## src/rtl/data_sram_like_bridge.sv

```systemverilog
// data_sram_like_bridge
// Turns the core's single-cycle SRAM-style data port into a split-transaction
// SRAM-like request/response handshake. The pipeline is stalled until the
// access completes. Read data is latched so that the pipeline can consume it
// after any other stall source releases.
module data_sram_like_bridge (
   input  logic        clk,
   input  logic        rst,
   // core side
   input  logic        cpu_en,
   input  logic [3:0]  cpu_wen,
   input  logic [31:0] cpu_addr,
   input  logic [31:0] cpu_wdata,
   output logic [31:0] cpu_rdata,
   output logic        cpu_stall,
   input  logic        pipe_stall,
   // memory side
   output logic        mem_req,
   output logic        mem_wr,
   output logic [1:0]  mem_size,
   output logic [31:0] mem_addr,
   output logic [31:0] mem_wdata,
   input  logic        mem_addr_ok,
   input  logic        mem_data_ok,
   input  logic [31:0] mem_rdata
);

   typedef enum logic {
      ST_IDLE = 1'b0,
      ST_WAIT = 1'b1
   } state_t;

   state_t      state_reg;
   logic        done_reg;
   logic [31:0] rdata_reg;
   logic [1:0]  size_next;
   logic        resp_fire;

   // A response only counts while a transaction is actually outstanding.
   assign resp_fire = (state_reg == ST_WAIT) & mem_data_ok;

   // done_reg blocks re-issue of an access that already finished while the
   // rest of the pipeline is still frozen.
   assign mem_req   = cpu_en & ~done_reg & (state_reg == ST_IDLE);
   assign mem_wr    = |cpu_wen;
   assign mem_addr  = cpu_addr;
   assign mem_wdata = cpu_wdata;
   assign mem_size  = size_next;
   assign cpu_stall = cpu_en & ~done_reg;
   assign cpu_rdata = rdata_reg;

   // Access size from the byte-enable pattern; odd patterns fall back to word.
   always_comb begin
      size_next = 2'd2;
      case (cpu_wen)
         4'b0000, 4'b1111:                   size_next = 2'd2;
         4'b0011, 4'b1100:                   size_next = 2'd1;
         4'b0001, 4'b0010, 4'b0100, 4'b1000: size_next = 2'd0;
         default:                            size_next = 2'd2;
      endcase
   end

   // Transaction FSM, completion flag and response-data latch.
   always_ff @(posedge clk or posedge rst) begin
      if (rst) begin
         state_reg <= ST_IDLE;
         done_reg  <= 1'b0;
         rdata_reg <= 32'd0;
      end else begin
         case (state_reg)
            ST_IDLE: if (mem_req && mem_addr_ok) state_reg <= ST_WAIT;
            ST_WAIT: if (mem_data_ok)            state_reg <= ST_IDLE;
            default:                             state_reg <= ST_IDLE;
         endcase

         // Setting wins over clearing so a completion is never lost.
         if (resp_fire)
            done_reg <= 1'b1;
         else if (!pipe_stall)
            done_reg <= 1'b0;

         // Writes also load the latch; the core ignores it for stores.
         if (resp_fire)
            rdata_reg <= mem_rdata;
      end
   end

endmodule

```

## config.mk

```make
export PLATFORM = sky130hd
export DESIGN_NAME = data_sram_like_bridge
export DESIGN_NICKNAME = d
export VERILOG_FILES = /design/src/rtl/data_sram_like_bridge.sv
export SDC_FILE = /design/constraint.sdc
export NUM_CORES = 1
export LEC_CHECK = 0
export BUFFER_PORTS_ARGS = -buffer_cell sky130_fd_sc_hd__buf_4
export CAP_MARGIN = 25
export CORE_AREA = 2 2 80 82
export DETAILED_ROUTE_END_ITERATION = 8
export DIE_AREA = 0 0 82 84
export GPL_ROUTABILITY_DRIVEN = 0
export HOLD_SLACK_MARGIN = 0.03
export PLACE_DENSITY = 0.86
export SLEW_MARGIN = 20
export SYNTH_ARGS = -nofsm -noshare
export SYNTH_HDL_FRONTEND = slang
export SYNTH_SLANG_ARGS = --single-unit
```

## constraint.sdc

```tcl
create_clock -name clk -period 1.8 [get_ports clk]
set_clock_uncertainty 0.2 [all_clocks]
set_input_delay 0.09 -clock clk [delete_from_list [all_inputs] [get_ports clk]]
set_output_delay 0.09 -clock clk [all_outputs]
set_load 0.01 [all_outputs]
```

; After elaboration in Yosys (flattened, before gate mapping)
; Memory sizes are Yosys's and may differ from the RTL's.
; Cells that the tools add are included.
[word_totals]
wordCells = 17
input_bits = 106
register_bits = 34
output_inout_bits = 101
rom_bits = 32
mem_count = 1
[memory_table]
columns = memory, words, word_bits, read_ports, rd_ports_with_merged_regs, write_ports, line_no
row1 = (no name shown), 16, 2, 1, 0, 0, 55  ; case (cpu_wen)
[op_classes]
muxes = 5
bitwise_logic = 5
reduce_logical = 2
n_eq_ne = 1
[ops]
columns = operator, count
row1 = $mux 1, 4
row2 = $reduce_or 4->1, 1
row3 = $and 1x1->1, 3
row4 = $ne 2x1->1 const B, 1
row5 = $not 1->1, 2
row6 = $pmux 1 s2, 1
row7 = $logic_and 1x1->1, 1

; Longest topological paths before layout
; Gate-level depths: netlist (run 1).
[depth]
depth_word = 6
mapped_depth = 4
ltp_nobuf = 4

; Worst setup path after synthesis (run 1)
; No wires, ideal clock.
[synth_timing]
path_type = register to register
startpoint = register state_reg
endpoint = register rdata_reg[10], in the netlist cpu_rdata[10]
path_buffers = 1
t_arrival_ps = 997
t_required_ps = 1475
synth_period_minus_slack_ps = 1322
slack_ps = 478
setup_ps = 125
path_stages_with_launch = 4
path_cell_list = dfrtp_1 > nand2_2 > buf_6 > mux2_4
[synth_between]
elab_chain_cells = 1
[synth_lines]
columns = element, line_no
row1 = "start, declared", 33  ; state_t state_reg;
row2 = "start signal, assigned", 66  ; state_reg <= ST_IDLE;
row3 = "start signal, assigned", 71  ; ST_IDLE: if (mem_req && mem_addr_ok) state_reg <= ST_WAIT;
row4 = "start signal, assigned", 72  ; ST_WAIT: if (mem_data_ok) state_reg <= ST_IDLE;
row5 = $and 1x1->1, 40  ; assign resp_fire = (state_reg == ST_WAIT) & mem_data_ok;
row6 = "end signal, assigned", 84  ; rdata_reg <= mem_rdata;
row7 = "end, declared", 35  ; logic [31:0] rdata_reg;
; No other way between the ends.
; A chain may end at the register's enable or synchronous reset.

; Worst setup path after layout (run 1)
[layout_timing]
startpoint = input port mem_data_ok
endpoint = register rdata_reg[26], in the netlist cpu_rdata[26]
[layout_between]
elab_chain_cells = 1
[layout_lines]
columns = element, line_no
row1 = "start, declared", 24  ; input logic mem_data_ok,
row2 = $and 1x1->1, 40
; No other way between the ends.

==> impl_metrics.csv, run 1 <==
group,metric,value,unit
route,drt-met1-wl,1672,um
route,dr.pass1.iters,3,
worst_setup_path,crit_buf_inv,3,
floorplan,die-area,0.006888,mm2
floorplan,core_area,0.006096,mm2
clocking,root_buffer,"clkbuf_8",
final_layout,syn2layout_area_growth,67.06,%
logic_synthesis,syn_inst,148,
route,vias,1463,
route,routed_wl,5160,um
placement,io_buffers,78,
worst_setup_path,cp.depth,5,
power,power.leakage,1.587,nW
logic_synthesis,synth_common_cells,"64 x buf_4, 34 x dfrtp_1, 29 x mux2_4",
worst_setup_path,cp.required,1.76,ns
worst_setup_path,crit_family,"buffers and inverters",
timing,slew_viol_final,0,
clocking,clkLatencyLatePin,0.28,ns
logic_synthesis,yosys.area.top_type,"dfrtp_1",
clocking,clock_path_buffers,2,
logic_synthesis,ys_async_sr_fraction,100.0,%
power,ir_drop,527.9,uV
logic_synthesis,synth_top_area_share,44.18,%
logic_synthesis,syn_area_per_cell,13.01,um2
worst_setup_path,timing.rr.end,"state_reg",
clocking,cts_tree,"built",
worst_setup_path,path_class,"in -> reg",
grt,gr-total-overflow,0,
route,ant_nets,0,
floorplan,start_util,31.59,%
worst_setup_path,crit_path_start,"mem_data_ok",
grt,grt_use_total,14.30,%
timing,fmax,0.6494,GHz
clocking,clkTransAtPathRegs,0.07,ns
route,drcViolationCount,0,
clocking,clkSinkCount,34,
grt,grt_pass1_vias,1559,
route,route.met3.wl,526,um
worst_setup_path,timing.rr.start,"done_reg",
worst_setup_path,path_max_fanout,33,
floorplan,core.rowCount,29,
job,cap_violations,0,
logic_synthesis,syn_area,0.001926,mm2
floorplan,ios,207,
timing,slew_headroom,70.89,%
route,highest_layer,"met4",
clocking,cts-buffers-inserted,5,
grt,grt_max_degree,35,
logic_synthesis,synth_top_flop_cell,"dfrtp_1",
route,route.met2.wl,2926,um
logic_synthesis,ys_ff_latch,34,
timing,finalCritPeriodShare,85.54,%
final_layout,final_area,0.003217,mm2
route,drt-wirelength-per-cell,14.91,um
final_layout,layout.nets,375,
logic_synthesis,synth-edff-count,0,
final_layout,diodes,0,
worst_setup_path,cp_cell_sequence,"dlygate4sd3_1 -> buf_4 -> nand2_2 -> buf_12 -> mux2_2",
floorplan,die_width,82,um
placement,placed_area,0.002121,mm2
clocking,cts_setup_buffers,0,
worst_setup_path,slowest_delay,0.55,ns
worst_setup_path,ff2ff_path_depth,3,
logic_synthesis,synthMostInstantiatedCell,"buf_4",
timing,tightest_slew,0.4367,ns
logic_synthesis,synth_seq_area_share,44.18,%
grt,grt_pass1_wl,7383,um
status,status,"complete, no violations",
clocking,cts.htree.levels,2,
timing,rsz0062_at_grt,"false",
logic_synthesis,synth_cell_types,16,
timing,final-setup-viol-count,0,
route,drtIter0Drc,20,
final_layout,largest_register_ffs,32,
worst_setup_path,endpoint_kind,"register",
placement,dpl.hpwl,2647,um
floorplan,dieHeight,84,um
worst_setup_path,crit_path_end,"cpu_rdata[26]",
worst_setup_path,cp_slowest_cell,"dlygate4sd3_1",
route,routed_via_density,4.228,
timing,whs,0.2679,ns
logic_synthesis,synth_area_leaders,"dfrtp_1 44%, buf_4 25%, mux2_4 23%",
timing,finalHoldViolations,0,
power,power_density,928.2,mW/mm2
min_path,hold_class,"in -> async",
worst_setup_path,reg2reg_slack,0.29,ns
worst_setup_path,start_kind,"primary input",
logic_synthesis,yosys_warnings,0,
final_layout,drive_gt1_share,44.98,%
grt,antenna_found_initial,0,
timing,min_period,1.540,ns
worst_setup_path,crit_arrival,1.50,ns
timing,fin_tns_setup,0,ns
logic_synthesis,synth_fp_nets,255,
stage by stage:
| step | setup slack [ns] | utilization, % | instances | power (mW) |
|---|---|---|---|---|
| after detailed placement | 0.3505 | 34.79 | 238 | 2.179 |
| after global placement | 0.3832 | 34.79 | 238 | 2.145 |
| after global routing | 0.2355 | 52.77 | 346 | 3.162 |
| after floorplan | 0.4780 | - | 148 | 1.801 |
| final | 0.2602 | 52.77 | 346 | 2.986 |
| after CTS | 0.2952 | 52.77 | 346 | 3.009 |
tightest hold or removal path: stages:
cell and delay (ns):
dlygate4sd3_1 0.53, buf_4 0.13, inv_1 0.05, buf_4 0.38
layer usage:
layer / vias to the layer above / GRT usage (%)
met2: 116 / 27.86
met1: 686 / 14.23
li1: 657 / -
met4: 0 / 3.636
met3: 4 / 4.004
met5: - / 0
power by group:
group / leakage [nW] / switching, mW / internal, mW
sequential: 0.402 / 0.151 / 1.00
combinational: 1.14 / 0.445 / 0.812
clock: 0.0472 / 0.268 / 0.307
kinds of logic (layout without fill, tap and decap cells):
logic type	count (synthesis)	after routing	share of synthesized area, %
simple gates	10	10	2.600
fa+ha+maj	1	1	0.6497
buf+inv	68	189	26.90
mux	33	33	24.89
compound gates	2	2	0.7795
flops	34	34	44.18
worst min path at each step:
stage	startpoint	to	slack, ns
CTS	cpu_wen[2]	mem_wr	0.27
floorplan	mem_data_ok	state_reg	-0.02
finish	rst	cpu_rdata[21]	0.27
global route	cpu_wen[3]	mem_size[1]	0.29
detailed placement	cpu_addr[7]	mem_addr[7]	-0.02
global placement	cpu_addr[7]	mem_addr[7]	-0.02
cell usage in the layout, fill, tap and decap left out, types with 3 or more instances in the layout:
master	instances
buf_4	79
clkbuf_8	6
mux2_2	3
nand2_1	3
dfrtp_1	34
mux2_4	29
nor2_1	3
dlygate4sd3_1	100
area by class of cell:
type | instances | area, um2
fillers | 496 | 2879
repair buffers | 180 | 1614
flip-flops and latches | 34 | 850.8
multi-input cells | 46 | 556.8
well taps | 77 | 96.34
clock buffers | 6 | 82.58
clock inverters | 2 | 12.51
inverters | 1 | 3.754
timing repair:
action	in CTS	in global routing
endpoints found under the hold margin	132	0
gates resized for setup	0	0
hold buffers	100	0
setup endpoints to repair	0	0
(Power assumes the default switching activity.)
==> run 2: changes to the inputs <==
Settings changed: ABC_AREA set to 1, GPL_TIMING_DRIVEN set to 0, PLACE_DENSITY 0.86 to 0.87, SKIP_LAST_GASP set to 1.
==> impl_metrics.csv, run 2 <==
group,metric,value,unit
status,status,"complete, no violations",
logic_synthesis,ys_ff_latch,34,
grt,grt_pass1_wl,9480,um
placement,dpl.hpwl,4368,um
logic_synthesis,synth_top_flop_cell,"dfrtp_1",
min_path,hp-start,"cpu_addr[3]",
placement,io_buffers,141,
final_layout,syn2layout_area_growth,85.77,%
logic_synthesis,synth_seq_area_share,43.79,%
logic_synthesis,syn_area_per_cell,8.560,um2
worst_setup_path,crit_arrival,1.68,ns
clocking,ctsResizeCount,0,
route,drtIter0Drc,63,
worst_setup_path,path_max_fanout,10,
grt,antenna_found_initial,0,
clocking,cts.htree.levels,2,
logic_synthesis,ys_async_sr_fraction,100.0,%
route,vias,2156,
logic_synthesis,synth_fp_nets,334,
power,ir_drop,436.0,uV
clocking,holdBufCountCts,42,
final_layout,final_cell_mix,"211 x buf_4, 70 x nand2_1, 42 x dlygate4sd3_1",
logic_synthesis,synth_common_cells,"70 x buf_4, 70 x nand2_1, 34 x dfrtp_1",
clocking,clock_path_buffers,2,
final_layout,largest_register_ffs,32,
worst_setup_path,slowest_delay,0.55,ns
placement,placed_area,0.003098,mm2
floorplan,start_util,31.88,%
route,dr.pass1.iters,4,
route,ant_nets,0,
clocking,root_buffer,"clkbuf_8",
min_path,hold_class,"in -> out",
min_path,hold_end,"mem_addr[3]",
timing,slew_viol_final,0,
min_path,hold_depth,2,
final_layout,n_fill_cell,501,
logic_synthesis,syn_inst,227,
worst_setup_path,timing.rr.start,"state_reg",
timing,min_period,1.724,ns
final_layout,layout.nets,524,
timing,final-setup-viol-count,0,
route,drt-wirelength-per-cell,12.73,um
floorplan,die-area,0.006888,mm2
logic_synthesis,synth_top_area_share,43.79,%
floorplan,core.rowCount,29,
clocking,clkSinkCount,34,
final_layout,final_area,0.003610,mm2
worst_setup_path,cp_slowest_cell,"dlygate4sd3_1",
logic_synthesis,synth-edff-count,0,
worst_setup_path,path_class,"in -> reg",
timing,slew_headroom,51.93,%
floorplan,dieHeight,84,um
final_layout,layout.cells.most_common,"buf_4",
logic_synthesis,synth_area_leaders,"dfrtp_1 44%, buf_4 27%, nand2_1 14%",
clocking,cts_tree,"built",
logic_synthesis,synth_cell_types,14,
placement,dp_worst_setup_slack,0.5537,ns
placement,post-place-cells,445,
floorplan,core_area,0.006096,mm2
worst_setup_path,ff2ff_path_depth,5,
timing,finalCritPeriodShare,95.75,%
logic_synthesis,syn_area,0.001943,mm2
clocking,cts-buffers-inserted,5,
timing,rsz0062_at_grt,"false",
worst_setup_path,cp.required,1.76,ns
clocking,clkTransAtPathRegs,0.07,ns
timing,finalHoldViolations,0,
worst_setup_path,endpoint_kind,"register",
grt,grt_use_total,17.91,%
route,drcViolationCount,0,
timing,whs,0.1561,ns
logic_synthesis,yosys.area.top_type,"dfrtp_1",
final_layout,diodes,0,
power,power_density,845.3,mW/mm2
timing,fmax,0.5802,GHz
final_layout,fin_cells,495,
timing,tightest_slew,0.7199,ns
worst_setup_path,cp_cell_sequence,"dlygate4sd3_1 -> buf_4 -> buf_4 -> nand3_1 -> nand2_1 -> dlygate4sd3_1",
grt,grt_max_degree,35,
worst_setup_path,start_kind,"primary input",
final_layout,drive_gt1_share,54.07,%
route,routed_wl,6299,um
worst_setup_path,timing.rr.end,"cpu_rdata[25]",
route,routed_via_density,4.356,
job,cap_violations,0,
clocking,clkLatencyLatePin,0.27,ns
timing,fin_tns_setup,0,ns
floorplan,ios,207,
grt,gr-total-overflow,0,
timing,fin_ws,0.07646,ns
clocking,cts_setup_buffers,0,
grt,grt_pass1_vias,2134,
logic_synthesis,yosys_warnings,0,
floorplan,die_width,82,um
power,power.leakage,2.039,nW
worst_setup_path,reg2reg_slack,0.16,ns
## run 2: cell count changes after synthesis, sizes merged, moves of 2 or more
| cell | previous run | this run |
|---|---|---|
| nand3 | 0 | 33 |
| mux2 | 32 | 0 |
| buf | 67 | 75 |
| nand2 | 4 | 71 |
| nand4 | 0 | 2 |
| inv | 1 | 6 |
## run 2: where the power goes
group | switching, mW | internal (mW)
clock network | 0.257 | 0.308
logic | 0.580 | 0.754
registers | 0.143 | 1.01
total | 0.981 | 2.07
## run 2: area by class of cell
type	instances	area (um2)	area share, %
clock buffer	7	86.33	2.392
sequential	34	850.8	23.57
clock inverter	1	5.005	0.1386
tap	77	96.34	2.669
buffer	75	581.8	16.12
timing repair buffer	183	1479	40.97
inverter	6	22.52	0.6239
multi-input combinational	112	488.0	13.52
## run 2: worst max-delay path by stage
stage | from | end | slack (ns) | depth (start not counted)
finish | mem_data_ok | cpu_rdata[25] | 0.08 | 6
global route | mem_data_ok | cpu_rdata[24] | 0.04 | 6
CTS | mem_data_ok | cpu_rdata[26] | 0.10 | 6
detailed placement | state_reg | mem_req | 0.55 | 4
global placement | rst | cpu_rdata[28] | 0.30 | 2
floorplan | state_reg | mem_req | 0.60 | 3
## run 2: through the flow
| stage | total power, mW | utilization, % |
|---|---|---|
| floorplan | 1.716 | - |
| global route | 3.260 | 59.22 |
| detailed placement | 2.397 | 50.82 |
| CTS | 3.078 | 59.22 |
| finish | 3.051 | 59.22 |
| global placement | 2.347 | 50.82 |
## run 2: cells by family after synthesis
group / after synthesis / share of synthesized area [%]
compound gates: 1 / 0.2573
buf+inv: 81 / 31.10
fa+ha+maj: 1 / 0.6438
flops: 34 / 43.79
simple gates: 110 / 24.21
## run 2: layer usage
metal,track usage [%],part of all wire (%)
met5,0,0
met1,17.80,34
met3,4.545,9.2
met2,34.15,55
met4,6.818,2.3
## run 2: critical path: cells and delay by family
family                 cells  cell delay [ns]
buffers and inverters      4             1.45
and+or+nand+nor            2             0.14
